**src/rtl/clk_div_prog.sv**
```systemverilog
`default_nettype none
// +----------------------------------------------------------------------------+
// | clk_div_prog : programmable divided clock / period strobe generator         |
// | Period and high time are reloaded only at period boundaries.                |
// | Revision: 1.0                                                               |
// +----------------------------------------------------------------------------+
module clk_div_prog #(
    parameter int W        = 16,
    parameter int DEF_DIV  = 100,
    parameter int DEF_HIGH = 50
) (
    input  logic         clk,
    input  logic         reset,
    input  logic         en,
    input  logic         cfg_valid,
    input  logic [W-1:0] cfg_div,
    input  logic [W-1:0] cfg_high,
    output logic         cfg_ready,
    output logic         cfg_err,
    output logic         o_clk,
    output logic         o_tick
);

    localparam logic [W-1:0] c_zero     = '0;
    localparam logic [W-1:0] c_one      = W'(1);
    localparam logic [W-1:0] c_two      = W'(2);
    localparam logic [W-1:0] c_def_div  = W'(DEF_DIV);
    localparam logic [W-1:0] c_def_high = W'(DEF_HIGH);

    logic [W-1:0] cnt_q,   cnt_d;
    logic [W-1:0] div_q,   div_d;
    logic [W-1:0] high_q,  high_d;
    logic [W-1:0] pdiv_q,  pdiv_d;
    logic [W-1:0] phigh_q, phigh_d;
    logic         pend_q,  pend_d;
    logic         run_q,   run_d;
    logic         oclk_q,  oclk_d;
    logic         tick_q,  tick_d;
    logic         err_q,   err_d;

    logic w_wrap;
    logic w_xfer;
    logic w_legal;
    logic w_boundary;

    always_comb begin
        w_wrap     = (cnt_q == (div_q - c_one));
        w_xfer     = cfg_valid && !pend_q;
        w_legal    = (cfg_div >= c_two) && (cfg_high != c_zero) && (cfg_high < cfg_div);
        // A new period starts here: idle, restart from idle, or end of a running period.
        w_boundary = !en || !run_q || w_wrap;

        div_d   = div_q;
        high_d  = high_q;
        pdiv_d  = pdiv_q;
        phigh_d = phigh_q;
        pend_d  = pend_q;
        run_d   = en;
        err_d   = w_xfer && !w_legal;

        if (pend_q && w_boundary) begin
            div_d  = pdiv_q;
            high_d = phigh_q;
            pend_d = 1'b0;
        end else if (w_xfer && w_legal) begin
            if (w_boundary) begin
                div_d  = cfg_div;
                high_d = cfg_high;
            end else begin
                pdiv_d  = cfg_div;
                phigh_d = cfg_high;
                pend_d  = 1'b1;
            end
        end

        cnt_d = (en && run_q && !w_wrap) ? (cnt_q + c_one) : c_zero;

        // Outputs decoded from next-state values so they are glitch-free registers.
        oclk_d = en && (cnt_d >= (div_d - high_d));
        tick_d = en && (cnt_d == c_zero);
    end

    always_ff @(posedge clk) begin
        if (reset) begin
            cnt_q   <= c_zero;
            div_q   <= c_def_div;
            high_q  <= c_def_high;
            pdiv_q  <= c_def_div;
            phigh_q <= c_def_high;
            pend_q  <= 1'b0;
            run_q   <= 1'b0;
            oclk_q  <= 1'b0;
            tick_q  <= 1'b0;
            err_q   <= 1'b0;
        end else begin
            cnt_q   <= cnt_d;
            div_q   <= div_d;
            high_q  <= high_d;
            pdiv_q  <= pdiv_d;
            phigh_q <= phigh_d;
            pend_q  <= pend_d;
            run_q   <= run_d;
            oclk_q  <= oclk_d;
            tick_q  <= tick_d;
            err_q   <= err_d;
        end
    end

    assign cfg_ready = !pend_q;
    assign cfg_err   = err_q;
    assign o_clk     = oclk_q;
    assign o_tick    = tick_q;

endmodule
`default_nettype wire

```
**config.mk**
```make
export PLATFORM = sky130hd
export DESIGN_NAME = clk_div_prog
export DESIGN_NICKNAME = d
export VERILOG_FILES = /design/src/rtl/clk_div_prog.sv
export SDC_FILE = /design/constraint.sdc
export NUM_CORES = 1
export LEC_CHECK = 0
export CAP_MARGIN = 40
export CORE_ASPECT_RATIO = 0.9
export CORE_MARGIN = 2
export CORE_UTILIZATION = 35
export DETAILED_ROUTE_END_ITERATION = 6
export PLACE_DENSITY_LB_ADDON = 0.08
export SLEW_MARGIN = 30
export SYNTH_ARGS = -nofsm -noshare
export SYNTH_HDL_FRONTEND = slang
export SYNTH_SLANG_ARGS = --single-unit
```
**constraint.sdc**
```tcl
create_clock -name clk -period 11.4 [get_ports clk]
set_clock_uncertainty 0.05 [all_clocks]
set_input_delay 1.71 -clock clk [delete_from_list [all_inputs] [get_ports clk]]
set_output_delay 1.71 -clock clk [all_outputs]
set_load 0.005 [all_outputs]
```
==> metrics.txt <==
port buffer count=39; proportion of power drawn by flip-flops and latches=0.369; post-route cell area=roughly 0.0066 mm2; Worst setup EP type=flip-flop; Synth Net Count=774; Worst Hold Class=flip-flop to flip-flop; total of max-cap violations=0; worst IR drop on VDD=around 0.076 mV; starting density of the core=0.3564; die outline area=roughly 0.017 mm2; Comb pwr share=0.276; average wire per standard cell=17.73 um; number of global-route vias before repair=between 4,000 and 5,000; cell with the biggest individual delay on the critical path=a21boi_4; cells taking the most area after synthesis=dfxtp_1, ha_1, nor2_1, mux2i_1, xnor2_1; pin count of the biggest net entering global routing=70; Crit path top cell by count=a21oi_1; CTS sink count=85; Yosys top cell area share=0.2970; fin. max-slew vios=0; I/O Pins=40; worst-case setup margin in the final layout=approximately 3.4 ns; number of library cell types mapped by synthesis=63; async set or reset register ratio after synthesis=0; aggregate routed wire length=around 16,000 um; root buffer cell=clkbuf_16; actual transition at the worst max-transition pin=0.8026 ns; signal arrival time at the worst endpoint=between 8 and 9 ns; post-synth top area cell=dfxtp_1; final setup violation count=0; total buffers and inverters traversed by the critical path=2; RSZ-0062 raised after global routing=false; part of the Yosys area used for sequential elements=0.2970; post-synthesis register bit count=85; internal power consumption=between 0.5 and 0.6 mW; final cycle utilization of the critical path=0.6994; total design power=just under 0.9 mW; number of synthesized flops with an enable pin=0; endpoint of the worst hold path=phigh_q[4]; number of buffers inserted for hold repair after clock tree synthesis=0; # diodes=0; maximum frequency from static timing analysis=between 0.1 and 0.15 GHz; slowest cell delay on critical path=around 0.67 ns; critical path peak fanout=20; Post-Route Utilization=0.4079; leading register cell type out of synthesis=dfxtp_1; mean number of vias per cell=between 5 and 6; overflow left after global routing=0; global-route usage over all layers=0.1882; DP Wirelength=12,370 um; clock slew at reported path FFs=0.07 ns; Final min period=~8.0 ns; number of DRC violations after detailed routing=0; launch point of the worst hold path=phigh_q[4]; Resized cells post-CTS=0; area of the core=between 0.015 and 0.02 mm2; average footprint of a synthesized cell=roughly 8.3 um2; total number of nets in the final design=approximately 800; global placer's final weighted congestion=approximately 0.86; area after detailed placement=roughly 0.0063 mm2; floorplan die height=~130 um; Hold Path Cell Cnt=1; max_slew headroom=0.4649; Crit Path Class=input port to flip-flop; level count of the clock H-tree=3; net switching power=around 0.28 mW; depth of the worst register-to-register path=26; top post-synthesis cells by count=nor2_1, dfxtp_1, ha_1, a21oi_1, mux2i_1; count of standard-cell rows=44; maximum buffer depth of the clock tree=2; total setup buffers inserted after CTS=0; total negative setup slack=0 ns; setup slack, reg-to-reg=between 4 and 5 ns; clock buffer count from CTS=9; first-iteration detailed-routing DRC count=between 300 and 400; number of warning messages in the yosys log=0; startpoint of the worst-slack reg-to-reg timing path=div_q[1]; number of hold violations in the final report=0; Crit path max-delay family=compound AO/OA/AOI/OAI gates; Detailed Routing Iterations Pass 1=5; DP Worst Slack=3.104 ns; static power due to leakage=approximately 2.8 nW; via count=between 4,000 and 5,000; reg-to-reg critical path endpoint=o_clk; clock network latency to the later pin of the worst-skew pair=~0.35 ns; fraction of final layout cells with drive strength greater than 1=0.06993; CTS tree=yes; Die X-Extent=138.9 um; clock share of power=0.354; Net Sw Frac=0.3207; wire length of the first global-routing pass=roughly 26,000 um; post-synthesis cell count=689; endpoint required time on the critical path=about 12 ns; Antenna Violating Nets Remaining=0; signed area change from the synthesized netlist to the final layout=14.46%; Syn Std Cell Area=around 0.0057 mm2; count of placed standard cells including taps=between 900 and 1,000; count of placed standard cells in the final layout, fillers left out=922; outcome=completed; number of antenna violations at the first check in global routing=0; Critical Path Source Type=input port; total power divided by cell area=131.9 mW/mm2; worst hold slack after final layout=roughly 0.42 ns; cell with the most instances after synthesis=nor2_1
-- state kept, by name (all words and copies together) (netlist names) --
name,count
div_q,16
cnt_q,16
phigh_q,16
o_clk,1
run_q,1
cfg_err,1
o_tick,1
pdiv_q,16
high_q,16
pend_q,1
-- cell usage in the layout, fill, tap and decap left out, drive strengths merged, types with 2 or more instances in the layout --
| cell type | count |
|---|---|
| nor2 | 124 |
| dfxtp | 85 |
| ha | 48 |
| a21oi | 43 |
| mux2i | 41 |
| inv | 40 |
| clkdlybuf4s50 | 38 |
| xnor2 | 29 |
| nand3 | 20 |
| nor3 | 18 |
| mux2 | 15 |
| xor2 | 15 |
| nor4 | 15 |
| a211oi | 15 |
| nand2 | 14 |
| nor2b | 13 |
| o21ai | 13 |
| nand4 | 12 |
| nand2b | 10 |
| a21o | 10 |
| clkbuf | 10 |
| a211o | 9 |
| or3 | 6 |
| buf | 6 |
| o21bai | 5 |
| and3 | 5 |
| o2111ai | 4 |
| or4 | 4 |
| o211ai | 4 |
| a22o | 4 |
| a221oi | 3 |
| a31oi | 3 |
| o21a | 2 |
| nor4b | 2 |
| and2 | 2 |
| nor3b | 2 |
| clkinv | 2 |
| clkinvlp | 2 |
| or4b | 2 |
-- final cells by class --
type / count / area (um2)
multi-input combinational: 531 / 3727
inverter: 39 / 146.4
tap: 207 / 259.0
clock inverter: 6 / 71.32
clock buffer: 10 / 229.0
timing repair buffer: 44 / 422.9
sequential: 85 / 1702
fill: 1645 / 9518
-- kinds of logic (layout without fill, tap and decap cells) --
| kind of cell | after synthesis | count (layout) | synth area share |
|---|---|---|---|
| fa+ha+maj | 49 | 49 | 0.1083 |
| flops | 85 | 85 | 0.2970 |
| mux | 56 | 56 | 0.1011 |
| buf+inv | 73 | 99 | 0.05328 |
| simple gates | 256 | 256 | 0.2206 |
| xor+xnor | 44 | 44 | 0.06726 |
| compound gates | 126 | 126 | 0.1524 |
-- layer usage --
layer	track usage	part of all wire	up-vias
met3	0.03753	0.044	19
met5	0	0	-
met2	0.3043	0.46	108
met1	0.2550	0.48	2332
li1	-	-	2487
met4	0.05585	0.016	0
-- worst register-to-register path, delay by kind of cell, from the launching register on --
family          cells  cell delay [ns]
fa+ha+maj           4             0.98
compound gates     12             2.83
mux                 2             0.61
flops               1             0.33
buf+inv             1             0.13
simple gates        7             2.15
-- power by group through the flow --
stage / Clock, mW / Combinational (mW) / Sequential, mW
detailed placement: 0 / 0.238 / 0.326
global placement: 0 / 0.233 / 0.326
finish: 0.307 / 0.239 / 0.319
CTS: 0.315 / 0.240 / 0.319
floorplan: 0 / 0.177 / 0.320
global route: 0.329 / 0.269 / 0.321
-- worst max-delay path by stage --
stage | startpoint | endpoint | cells after the start
after floorplan | cfg_div[9] | o_clk | 27
after global placement | cfg_div[9] | o_clk | 27
after detailed placement | cfg_div[9] | o_clk | 27
after CTS | cfg_div[9] | o_clk | 27
after global routing | cfg_div[9] | o_clk | 27
final | cfg_div[9] | o_clk | 27
Note: power is estimated with default switching activity, not from simulation.
